--- src/rtl/pipe_stall_ctrl_if.sv ---
// Handshake bundle between the pipeline control logic and the stall/flush
// controller. The master side is the core (hazard/EX/exception sources), the
// slave side is pipe_stall_ctrl.
interface pipe_stall_ctrl_if #(
    parameter int CNT_W  = 6,
    parameter int PERF_W = 32
);
    logic              stallreq_id;
    logic              mc_req;
    logic [CNT_W-1:0]  mc_cycles;
    logic              flush_req;
    logic [5:0]        stall;
    logic              flush;
    logic              mc_start;
    logic              mc_busy;
    logic              mc_done;
    logic              mc_cancel;
    logic [CNT_W-1:0]  mc_cnt;
    logic [PERF_W-1:0] stall_cnt;

    modport master (
        output stallreq_id, mc_req, mc_cycles, flush_req,
        input  stall, flush, mc_start, mc_busy, mc_done, mc_cancel, mc_cnt, stall_cnt
    );

    modport slave (
        input  stallreq_id, mc_req, mc_cycles, flush_req,
        output stall, flush, mc_start, mc_busy, mc_done, mc_cancel, mc_cnt, stall_cnt
    );
endinterface

--- src/rtl/pipe_stall_ctrl.sv ---
// Central stall/flush controller for the 5-stage core. Merges the decode
// load-use stall with multi-cycle EX operations, sequences each multi-cycle
// op through IDLE -> RUN -> DONE, and counts stalled cycles (saturating).
// Outputs are combinational from state and current inputs so a hazard raised
// this cycle holds the pipeline this same cycle.
module pipe_stall_ctrl #(
    parameter int CNT_W  = 6,
    parameter int PERF_W = 32
) (
    input  logic               clk,
    input  logic               rst,
    pipe_stall_ctrl_if.slave   bus
);
    typedef enum logic [1:0] {
        ST_IDLE = 2'd0,
        ST_RUN  = 2'd1,
        ST_DONE = 2'd2
    } state_t;

    localparam logic [5:0]        STALL_NONE = 6'b000000;
    localparam logic [5:0]        STALL_ID   = 6'b000111; // ex gets a bubble
    localparam logic [5:0]        STALL_MC   = 6'b001111; // mem gets a bubble
    localparam logic [CNT_W-1:0]  CNT_ZERO   = {CNT_W{1'b0}};
    localparam logic [CNT_W-1:0]  CNT_ONE    = {{(CNT_W-1){1'b0}}, 1'b1};
    localparam logic [PERF_W-1:0] PERF_ONE   = {{(PERF_W-1){1'b0}}, 1'b1};
    localparam logic [PERF_W-1:0] PERF_MAX   = {PERF_W{1'b1}};

    state_t            r_state;
    logic [CNT_W-1:0]  r_cnt;
    logic [PERF_W-1:0] r_stall_cnt;

    logic [CNT_W-1:0]  w_len;
    logic [5:0]        w_stall;
    logic              w_flush;
    logic              w_mc_start;
    logic              w_mc_busy;
    logic              w_mc_done;
    logic              w_mc_cancel;
    logic [CNT_W-1:0]  w_mc_cnt;
    logic [PERF_W-1:0] w_stall_cnt;

    // A zero-length request still needs one RUN cycle.
    assign w_len = (bus.mc_cycles == CNT_ZERO) ? CNT_ONE : bus.mc_cycles;

    // Output decode: flush wins, then multi-cycle sequencing, then load-use stall.
    always_comb begin
        w_stall     = STALL_NONE;
        w_flush     = 1'b0;
        w_mc_start  = 1'b0;
        w_mc_busy   = 1'b0;
        w_mc_done   = 1'b0;
        w_mc_cancel = 1'b0;
        w_mc_cnt    = CNT_ZERO;
        w_stall_cnt = {PERF_W{1'b0}};
        if (rst) begin
            w_stall = STALL_NONE;
        end else if (bus.flush_req) begin
            w_flush     = 1'b1;
            w_mc_cancel = (r_state != ST_IDLE);
            w_stall_cnt = r_stall_cnt;
        end else begin
            w_stall_cnt = r_stall_cnt;
            case (r_state)
                ST_IDLE: begin
                    if (bus.mc_req) begin
                        w_mc_start = 1'b1;
                        w_stall    = STALL_MC;
                    end else if (bus.stallreq_id) begin
                        w_stall = STALL_ID;
                    end else begin
                        w_stall = STALL_NONE;
                    end
                end
                ST_RUN: begin
                    w_mc_busy = 1'b1;
                    w_mc_cnt  = r_cnt;
                    w_stall   = STALL_MC;
                end
                ST_DONE: begin
                    // mc_req still reflects the completing op here, so ignore it.
                    w_mc_done = 1'b1;
                    w_stall   = bus.stallreq_id ? STALL_ID : STALL_NONE;
                end
                default: begin
                    w_stall = STALL_NONE;
                end
            endcase
        end
    end

    // FSM, remaining-cycle counter and saturating stall-cycle counter.
    always_ff @(posedge clk) begin
        if (rst) begin
            r_state     <= ST_IDLE;
            r_cnt       <= CNT_ZERO;
            r_stall_cnt <= {PERF_W{1'b0}};
        end else begin
            if (w_stall[0] && (r_stall_cnt != PERF_MAX)) begin
                r_stall_cnt <= r_stall_cnt + PERF_ONE;
            end else begin
                r_stall_cnt <= r_stall_cnt;
            end
            if (bus.flush_req) begin
                r_state <= ST_IDLE;
                r_cnt   <= CNT_ZERO;
            end else begin
                case (r_state)
                    ST_IDLE: begin
                        if (bus.mc_req) begin
                            r_state <= ST_RUN;
                            r_cnt   <= w_len - CNT_ONE;
                        end else begin
                            r_state <= ST_IDLE;
                            r_cnt   <= CNT_ZERO;
                        end
                    end
                    ST_RUN: begin
                        if (r_cnt == CNT_ZERO) begin
                            r_state <= ST_DONE;
                        end else begin
                            r_cnt <= r_cnt - CNT_ONE;
                        end
                    end
                    ST_DONE: begin
                        r_state <= ST_IDLE;
                        r_cnt   <= CNT_ZERO;
                    end
                    default: begin
                        r_state <= ST_IDLE;
                        r_cnt   <= CNT_ZERO;
                    end
                endcase
            end
        end
    end

    assign bus.stall     = w_stall;
    assign bus.flush     = w_flush;
    assign bus.mc_start  = w_mc_start;
    assign bus.mc_busy   = w_mc_busy;
    assign bus.mc_done   = w_mc_done;
    assign bus.mc_cancel = w_mc_cancel;
    assign bus.mc_cnt    = w_mc_cnt;
    assign bus.stall_cnt = w_stall_cnt;
endmodule

--- src/flat_wrapper.sv ---
// flat-port wrapper written by rule: the top's interface ports become plain ports
module pipe_stall_ctrl_flat 
#(
    parameter int CNT_W  = 6,
    parameter int PERF_W = 32
)
  (clk, rst, bus_stallreq_id, bus_mc_req, bus_mc_cycles, bus_flush_req, bus_stall, bus_flush, bus_mc_start, bus_mc_busy, bus_mc_done, bus_mc_cancel, bus_mc_cnt, bus_stall_cnt);
  pipe_stall_ctrl_if #(.CNT_W(CNT_W), .PERF_W(PERF_W)) bus_i ();
  input  logic clk;
  input  logic rst;
  input wire logic [$bits(bus_i.stallreq_id)-1:0] bus_stallreq_id;
  input wire logic [$bits(bus_i.mc_req)-1:0] bus_mc_req;
  input wire logic [$bits(bus_i.mc_cycles)-1:0] bus_mc_cycles;
  input wire logic [$bits(bus_i.flush_req)-1:0] bus_flush_req;
  output wire logic [$bits(bus_i.stall)-1:0] bus_stall;
  output wire logic [$bits(bus_i.flush)-1:0] bus_flush;
  output wire logic [$bits(bus_i.mc_start)-1:0] bus_mc_start;
  output wire logic [$bits(bus_i.mc_busy)-1:0] bus_mc_busy;
  output wire logic [$bits(bus_i.mc_done)-1:0] bus_mc_done;
  output wire logic [$bits(bus_i.mc_cancel)-1:0] bus_mc_cancel;
  output wire logic [$bits(bus_i.mc_cnt)-1:0] bus_mc_cnt;
  output wire logic [$bits(bus_i.stall_cnt)-1:0] bus_stall_cnt;
  assign bus_i.stallreq_id = bus_stallreq_id;
  assign bus_i.mc_req = bus_mc_req;
  assign bus_i.mc_cycles = bus_mc_cycles;
  assign bus_i.flush_req = bus_flush_req;
  assign bus_stall = bus_i.stall;
  assign bus_flush = bus_i.flush;
  assign bus_mc_start = bus_i.mc_start;
  assign bus_mc_busy = bus_i.mc_busy;
  assign bus_mc_done = bus_i.mc_done;
  assign bus_mc_cancel = bus_i.mc_cancel;
  assign bus_mc_cnt = bus_i.mc_cnt;
  assign bus_stall_cnt = bus_i.stall_cnt;
  pipe_stall_ctrl #(.CNT_W(CNT_W), .PERF_W(PERF_W)) u_core (.clk(clk), .rst(rst), .bus(bus_i));
endmodule
--- config.mk ---
export PLATFORM = sky130hd
export DESIGN_NAME = pipe_stall_ctrl_flat
export DESIGN_NICKNAME = d
export VERILOG_FILES = /design/src/rtl/pipe_stall_ctrl_if.sv /design/src/rtl/pipe_stall_ctrl.sv /design/src/flat_wrapper.sv
export SDC_FILE = /design/constraint.sdc
export NUM_CORES = 1
export LEC_CHECK = 0
export CAP_MARGIN = 20
export CORE_ASPECT_RATIO = 1.2
export CORE_UTILIZATION = 53
export CTS_BUF_LIST = sky130_fd_sc_hd__clkbuf_4 sky130_fd_sc_hd__clkbuf_8 sky130_fd_sc_hd__clkbuf_16
export CTS_CLUSTER_DIAMETER = 50
export DETAILED_ROUTE_END_ITERATION = 12
export PLACE_DENSITY_LB_ADDON = 0.12
export SKIP_CTS_REPAIR_TIMING = 1
export SLEW_MARGIN = 20
export SYNTH_ARGS = -nofsm -noshare
export SYNTH_HDL_FRONTEND = slang
export SYNTH_SLANG_ARGS = --single-unit
--- constraint.sdc ---
create_clock -name clk -period 5.01 [get_ports clk]
set_clock_uncertainty 0.2 [all_clocks]
set_input_delay 1.002 -clock clk [delete_from_list [all_inputs] [get_ports clk]]
set_output_delay 1.002 -clock clk [all_outputs]
set_load 0.01 [all_outputs]
Yosys cells after proc, flatten, opt, wreduce, memory -nomap -nowiden --
Cells that the tools add are included. Widths: inputs -> output; s select.
Storage, ports and cells: bits in registers 40, logic and storage cells 47
Operators by class: add/subtract/negate cells 3, eq/ne operators 5, mux-type cells 30, reductions and logical operators 6
Operator list (number):
- $mux 6 | 9
- $add 32x1->32 const B | 1
- $mux 32 | 1
- $ne 32x32->1 const B | 1
- $pmux 6 s3 | 1
- $mux 1 | 15
- $logic_not 6->1 | 2
- $pmux 6 s2 | 1
- $sub 6x1->6 const B | 2
- $pmux 2 s2 | 1
- $mux 3 | 1
- $eq 2x1->1 const B | 1
- $eq 2x2->1 const B | 1
- $logic_not 2->1 | 1
- $mux 2 | 1
- $ne 2x1->1 const B | 1
- $ne 2x2->1 const B | 1
- $reduce_bool 2->1 | 1
- $reduce_or 2->1 | 1
- $logic_and 1x1->1 | 1

Logic depth before layout (Yosys ltp) --
Gate-level depths: netlist (run 1).
word-level depth 6, depth in mapped cells 8, mapped depth without buffers 8

Worst setup path before layout (run 1) --
No wires, ideal clock.
path type input -> output, start point input rst, end point output bus_mc_cnt[0], arrival 1.962 ns, required time 3.808 ns, slack 1.846 ns, cell stages on the path 5, buffers on the path 1, path through or2_1 -> buf_2 -> nor2_1 -> inv_1 -> nor2_1
Between the ends: cells in the longest elaborated chain, start to end 1
Ends and longest elaborated chain:
- start: declaration | RTL line flat_wrapper.sv:10 | input logic rst;
- $mux 6 | RTL line pipe_stall_ctrl.sv:55 | if (rst) begin
- end: declaration | RTL line flat_wrapper.sv:21 | output wire logic [$bits(bus_i.mc_cnt)-1:0] bus_mc_cnt;
Every way passes these cells.

Worst setup path in the final report (run 1) --
start point input bus_flush_req, end point output bus_mc_cnt[1]
Between the ends: cells in the longest elaborated chain, start to end 2
Ends and longest elaborated chain:
- start: declaration | RTL line flat_wrapper.sv:14 | input wire logic [$bits(bus_i.flush_req)-1:0] bus_flush_req;
- $mux 6 | RTL line pipe_stall_ctrl.sv:57 | end else if (bus.flush_req) begin
- $mux 6 | RTL line pipe_stall_ctrl.sv:55
Every way passes these cells.

==> flow_metrics.tcl, run 1 <==
set metrics [dict create \
    status "finished clean" \
    boundaryPins 60 \
    cts_tree "done" \
    nFillCells 366 \
    place_ws_ns 0.974 \
    hold_class "reg2reg" \
    wl_mm 5.09 \
    die_h_um 75.5 \
    max_cap_viol_count 0 \
    cp_max_fo 7 \
    routedWlPerCell_um 12.6 \
    pwr_density_cell_nw_per_um2 205 \
    reg2reg_depth 6 \
    fin_crit_ns 4.04 \
    netlist_area_um2 2390 \
    antenna_found_initial 0 \
    overflow 0 \
    finalHoldViolCount 0 \
    path_delay_family "buffers and inverters" \
    place.gp.congestion 0.872 \
    drive_gt1_share_pct 9.77 \
    dieArea_um2 4780 \
    slew_headroom_pct 54.0 \
    r2r_end "u_core.r_stall_cnt[25]$_SDFFE_PP0P_" \
    synth_edf_count 0 \
    cp_num_buf_inv 3 \
    slew_viol_final 0 \
    grt_pass1_wl_mm 8.09 \
    p_int_uw 476 \
    critical_path_class "in2out" \
    cts_root_buf "clkbuf_8" \
    row_count 26 \
    switching_share_pct 24.1 \
    drt-pass1-iter-count 4 \
    core_area_um2 4290 \
    regToRegSetupSlack_ns 2.45 \
    rsz0062_at_grt "no" \
    vias 2165 \
    fp.dieW_um 63.3 \
    cts_sinks 40 \
    fmax_mhz 247 \
    crit_arrival_ns 2.84 \
    holdCritStartpoint "u_core.r_cnt[1]$_SDFFE_PP0P_" \
    numCtsBuffers 5 \
    antennaDiodeCount 0 \
    crit_chain "clkdlybuf4s50_1 > or2_1 > nor2_1 > inv_1 > nor2_1 > clkdlybuf4s50_1" \
    synth-main-ff-cell "dfxtp_1" \
    yosys_warnings 0 \
    first_global_vias 1858 \
    initial_utilization_pct 55.6 \
    setup_ws_ns 0.965 \
    max_stage_delay_ns 0.53 \
    setup_viol 0 \
    syn_area_per_cell_um2 8.09 \
    end_kind "primary output" \
    tightest_slew_ns 0.690 \
    portBuffers 57 \
    cp-start-kind "primary input" \
    power.leakage_uw 0.00111 \
    via_per_inst 5.36 \
    ir_worst_vdd_mv 0.182 \
    clk_latency_ns 0.30 \
    r2r-start "u_core.r_stall_cnt[0]$_SDFFE_PP0P_" \
    drcViolationCount 0 \
    clkPwrFrac_pct 37.4 \
    h-tree-depth 2 \
    p_sw_uw 151 \
    grt_max_degree 62 \
    tns_ns 0 \
    track_usage_pct 21.5 \
    cp_data_required_time_ns 3.81 \
    fin_crit_sh_pct 80.7 \
    cts_buffer_depth 2 \
    clk_pin_slew_ns 0.07 \
    antenna_left 0 \
    seq_area_frac_synth_pct 33.5 \
    power_frac_seq_pct 52.0 \
    synthCells 295 \
    hpwl_mm 3.72 \
    async_reset_ff_share_pct 0 \
    fin_nets 362 \
    area_delta_synth_final_pct 28.1 \
    synth_cell_type_count 46 \
    hold_path_end "u_core.r_cnt[1]$_SDFFE_PP0P_" \
    drt_iter0_drc 77 \
    synth-seq-cells 40 \
    hold_path_depth 1 \
    pwr-share-comb_pct 10.6 \
    critPathSlowestCell "clkdlybuf4s50_1" \
]
==> power groups by stage <==
| stage | combinational, uW | sequential [uW] | clock, uW |
|---|---|---|---|
| floorplan | 45.4 | 332 | 0 |
| global placement | 65.7 | 333 | 0 |
| detailed placement | 66.4 | 333 | 0 |
| CTS | 66.7 | 326 | 238 |
| global route | 73.4 | 326 | 247 |
| finish | 66.3 | 326 | 235 |
==> logic make-up after synthesis <==
| family | count (synthesis) | synth area share, % |
|---|---|---|
| AO/OA/AOI/OAI | 35 | 9.96 |
| XOR/XNOR | 10 | 3.67 |
| adder cells (fa/ha/maj) | 4 | 2.10 |
| buffers and inverters | 27 | 5.35 |
| flip-flops | 40 | 33.5 |
| multiplexers | 17 | 8.02 |
| other | 1 | 0.157 |
| AND/OR/NAND/NOR | 161 | 37.2 |
==> registers in the layout (all words and copies together), names as in the netlist <==
name / count
u_core.r_stall_cnt: 32
u_core.r_cnt: 6
u_core.r_state: 2
==> through the flow <==
| step | hold WS (ns) | total power, uW | utilization [%] | std cells | cell area [um^2] |
|---|---|---|---|---|---|
| 2_1_floorplan | 0.247 | 378 | - | 296 | 2390 |
| 3_3_place_gp | 0.274 | 399 | 68.9 | 396 | 2960 |
| 3_5_place_dp | 0.281 | 400 | 68.9 | 396 | 2960 |
| 4_1_cts | 0.289 | 631 | 71.2 | 404 | 3060 |
| 5_1_grt | 0.309 | 647 | 71.2 | 404 | 3060 |
| 6_report | 0.286 | 627 | 71.2 | 404 | 3060 |
==> Yosys cell counts (all sizes together) (6+ instances only) <==
cell	instances	area, um^2
dfxtp	40	801
nor2	39	146
nor2b	28	175
nand2	21	81.3
mux2	17	191
inv	12	45.0
nand4	11	83.8
nor3	11	55.1
o21ai	11	55.1
nand3	9	45.0
a21oi	8	40.0
and2	8	50.1
buf	8	51.3
or4	8	63.8
clkbuf	6	22.5
==> final cells by class <==
cell class	instances	area, um^2	share of cell area [%]
multi-input combinational	229	1460	47.8
sequential	40	801	26.2
timing repair buffer	58	573	18.7
clock buffer	8	97.6	3.19
tap	56	70.1	2.29
inverter	13	53.8	1.76
==> worst reg2reg max path: cells and delay by family, from the launching register on <==
kind                       cells  cell delay [ns]
muxes                          1             0.30
DFF                            1             0.42
adders and majority gates      1             0.24
and+or+nand+nor                4             1.29
==> worst max path at each step <==
| stage | start | end | cells after the start |
|---|---|---|---|
| after floorplan | rst | bus_mc_cnt[0] | 5 |
| after global placement | bus_flush_req | bus_mc_cnt[0] | 6 |
| after detailed placement | bus_flush_req | bus_mc_cnt[0] | 6 |
| after CTS | bus_flush_req | bus_mc_cnt[0] | 6 |
| after global routing | bus_flush_req | bus_mc_cnt[1] | 6 |
| final | bus_flush_req | bus_mc_cnt[1] | 6 |
==> cell usage in the layout (no fill, tap or decap), types with 2 or more instances in the layout <==
cell type | netlist | routed
mux2_2 | 17 | 17
xnor2_1 | 5 | 5
and2_1 | 8 | 8
or3_1 | 5 | 5
clkbuf_8 | 0 | 6
conb_1 | 1 | 2
nor4_1 | 4 | 4
nor2_1 | 39 | 39
and4_1 | 5 | 5
nand3_1 | 9 | 9
a22oi_1 | 4 | 4
clkdlybuf4s50_1 | 0 | 56
nor3b_1 | 2 | 2
o21ai_0 | 11 | 11
a21oi_1 | 8 | 8
nor2b_1 | 28 | 28
ha_1 | 4 | 4
nand2b_1 | 2 | 2
or4_1 | 7 | 7
o211ai_1 | 2 | 2
nor3_1 | 11 | 11
nand4_1 | 10 | 10
inv_1 | 12 | 12
clkbuf_4 | 0 | 2
dfxtp_1 | 40 | 40
and3_1 | 4 | 4
o31ai_1 | 2 | 2
xor2_1 | 5 | 5
nand2_1 | 20 | 20
==> per-layer routing <==
metal | vias to the layer above | track usage (%) | wire length (um)
met3 | 7 | 4.19 | 184
met1 | 988 | 25.3 | 2400
met4 | 0 | 8.08 | 79
li1 | 1131 | - | -
met5 | - | 0 | 0
met2 | 39 | 39.1 | 2420
Note: power is estimated with default switching activity, not from simulation.
==> run 2: changes to the inputs <==
--- a/config.mk
+++ b/config.mk
@@ -7,7 +7,7 @@
 export LEC_CHECK = 0
 export CAP_MARGIN = 20
 export CORE_ASPECT_RATIO = 1.2
-export CORE_UTILIZATION = 53
+export CORE_UTILIZATION = 49
 export CTS_BUF_LIST = sky130_fd_sc_hd__clkbuf_4 sky130_fd_sc_hd__clkbuf_8 sky130_fd_sc_hd__clkbuf_16
 export CTS_CLUSTER_DIAMETER = 50
 export DETAILED_ROUTE_END_ITERATION = 12
==> constraint.sdc (replaced) <==
create_clock -name clk -period 4 [get_ports clk]
set_clock_uncertainty 0.2 [all_clocks]
set_input_delay 0.8 -clock clk [delete_from_list [all_inputs] [get_ports clk]]
set_output_delay 0.8 -clock clk [all_outputs]
set_load 0.01 [all_outputs]
==> run 2 against run 1 <==
Effect of this change: sequential share of layout area grew 0.12 points; die area grew 7.9%; flip-flop and latch count unchanged; hold slack better by 0.011 ns; wire length up 0.45%; total power is 19% higher; cell area is 0.45% lower; combinational power increased by 25%; cell count is 0.25% higher; highest routed layer unchanged.
==> flow_metrics.tcl, run 2 (synthesis gave the netlist of run 1 again) <==
set metrics [dict create \
    cts_sinks 40 \
    rsz0062_at_grt "no" \
    p_sw_uw 179 \
    overflow 0 \
    fin_cells 405 \
    final_cell_mix "clkdlybuf4s50_1 (56), dfxtp_1 (40), nor2_1 (39)" \
    reg2reg_depth 6 \
    cp_num_buf_inv 3 \
    cts_buffer_depth 2 \
    fin_crit_ns 3.62 \
    core_area_um2 4630 \
    initial_utilization_pct 51.6 \
    drcViolationCount 0 \
    critical_path_class "in2out" \
    mostFrequentLayoutCell "clkdlybuf4s50_1" \
    switching_share_pct 24.0 \
    clkPwrFrac_pct 34.2 \
    place.gp.congestion 0.830 \
    numCtsBuffers 5 \
    fmax_mhz 277 \
    fp.dieW_um 65.7 \
    hold_path_depth 1 \
    hold_class "reg2reg" \
    grt_max_degree 62 \
    cp_data_required_time_ns 3.00 \
    status "finished clean" \
    regMostFlops "u_core.r_stall_cnt" \
    cp_max_fo 7 \
    die_h_um 78.5 \
    cts_root_buf "clkbuf_8" \
    tightest_slew_ns 0.731 \
    multi_input_area_um2 1460 \
    area_delta_synth_final_pct 27.5 \
    max_stage_delay_ns 0.54 \
    h-tree-depth 2 \
    antenna_left 0 \
    nFillCells 412 \
    placed_cell_area_um2 2960 \
    clk_pin_slew_ns 0.07 \
    r2r_end "u_core.r_stall_cnt[25]$_SDFFE_PP0P_" \
    hpwl_mm 3.78 \
    holdCritStartpoint "u_core.r_cnt[1]$_SDFFE_PP0P_" \
    routedWlPerCell_um 12.6 \
    reg_top3 "u_core.r_stall_cnt x32, u_core.r_cnt x6, u_core.r_state x2" \
    crit_chain "clkdlybuf4s50_1 > or2_1 > nor2_1 > inv_1 > nor2_1 > clkdlybuf4s50_1" \
    clk_latency_ns 0.28 \
    wl_mm 5.11 \
    setup_viol 0 \
    fin_crit_sh_pct 90.4 \
    place_ws_ns 0.410 \
    vias 2211 \
    largest_register_ffs 32 \
    slew_viol_final 0 \
    drt_iter0_drc 100 \
    path_delay_family "buffers and inverters" \
    seq_area_um2 801 \
    pwr-share-comb_pct 11.1 \
    power.leakage_uw 0.00110 \
    via_per_inst 5.46 \
    row_count 27 \
    cts_tree "done" \
    boundaryPins 60 \
    track_usage_pct 20.6 \
    final_area_um2 3040 \
    fin_nets 362 \
    critPathSlowestCell "clkdlybuf4s50_1" \
    setup_ws_ns 0.385 \
    first_global_vias 1989 \
    power_frac_seq_pct 54.7 \
    slew_headroom_pct 51.3 \
    end_kind "primary output" \
    dieArea_um2 5160 \
    antennaDiodeCount 0 \
    p_int_uw 567 \
    r2r-start "u_core.r_stall_cnt[0]$_SDFFE_PP0P_" \
    antenna_found_initial 0 \
    cp-start-kind "primary input" \
    drt-pass1-iter-count 4 \
    drive_gt1_share_pct 9.51 \
    hold_path_end "u_core.r_cnt[1]$_SDFFE_PP0P_" \
    hold_slack_ns 0.297 \
    grt_pass1_wl_mm 8.58 \
    max_cap_viol_count 0 \
    portBuffers 57 \
    pwr_density_cell_nw_per_um2 245 \
    ir_worst_vdd_mv 0.158 \
    regToRegSetupSlack_ns 1.41 \
    tns_ns 0 \
    dp.cells 398 \
    finalHoldViolCount 0 \
    crit_arrival_ns 2.62 \
]
[run 2: changes by cell type in the layout (fill, tap and decap cells not counted)]
cell / before / now
clkinv_2: 0 / 1
clkbuf_4: 2 / 1
clkbuf_8: 6 / 5
[run 2: area by class of cell]
| cell class | count | share of cell area, % |
|---|---|---|
| Clock buffer | 6 | 2.51 |
| Clock inverter | 1 | 0.164 |
| Inverter | 13 | 1.77 |
| Multi-Input combinational cell | 229 | 48.0 |
| Sequential cell | 40 | 26.3 |
| Tap cell | 58 | 2.38 |
| Timing Repair Buffer | 58 | 18.8 |
[run 2: how the worst max path moves through the flow]
stage	startpoint	endpoint	slack, ns	cells past startpoint
after floorplan	rst	bus_mc_cnt[0]	1.24	5
after global placement	bus_flush_req	bus_mc_cnt[0]	0.47	6
after detailed placement	bus_flush_req	bus_mc_cnt[0]	0.41	6
after CTS	bus_flush_req	bus_mc_cnt[0]	0.40	6
after global routing	bus_flush_req	bus_mc_cnt[0]	0.27	6
final	bus_flush_req	bus_mc_cnt[1]	0.38	6
[run 2: per-stage QoR]
stage | total power [uW] | utilization (%)
floorplan | 473 | -
global placement | 500 | 64.0
detailed placement | 501 | 64.0
CTS | 755 | 65.8
global route | 779 | 65.8
finish | 746 | 65.8
[run 2: power groups by stage]
stage	clock (uW)	combinational, uW	sequential (uW)
2_1_floorplan	0	56.9	416
3_3_place_gp	0	82.4	417
3_5_place_dp	0	83.2	418
4_1_cts	263	83.4	408
5_1_grt	278	91.8	409
6_report	255	82.7	408
[run 2: layer usage]
metal | track usage, % | share of wire [%]
met3 | 3.49 | 4.1
met2 | 35.0 | 48
met1 | 26.6 | 47
met4 | 4.57 | 0.59
met5 | 0 | 0
==> run 3: changes to the inputs <==
--- a/config.mk
+++ b/config.mk
@@ -9,7 +9,6 @@
 export CORE_ASPECT_RATIO = 1.2
 export CORE_UTILIZATION = 49
 export CTS_BUF_LIST = sky130_fd_sc_hd__clkbuf_4 sky130_fd_sc_hd__clkbuf_8 sky130_fd_sc_hd__clkbuf_16
-export CTS_CLUSTER_DIAMETER = 50
 export DETAILED_ROUTE_END_ITERATION = 12
 export PLACE_DENSITY_LB_ADDON = 0.12
 export SKIP_CTS_REPAIR_TIMING = 1
==> results of run 3 <==
No change in the layout: final DEF, timing and power equal those of run 2.
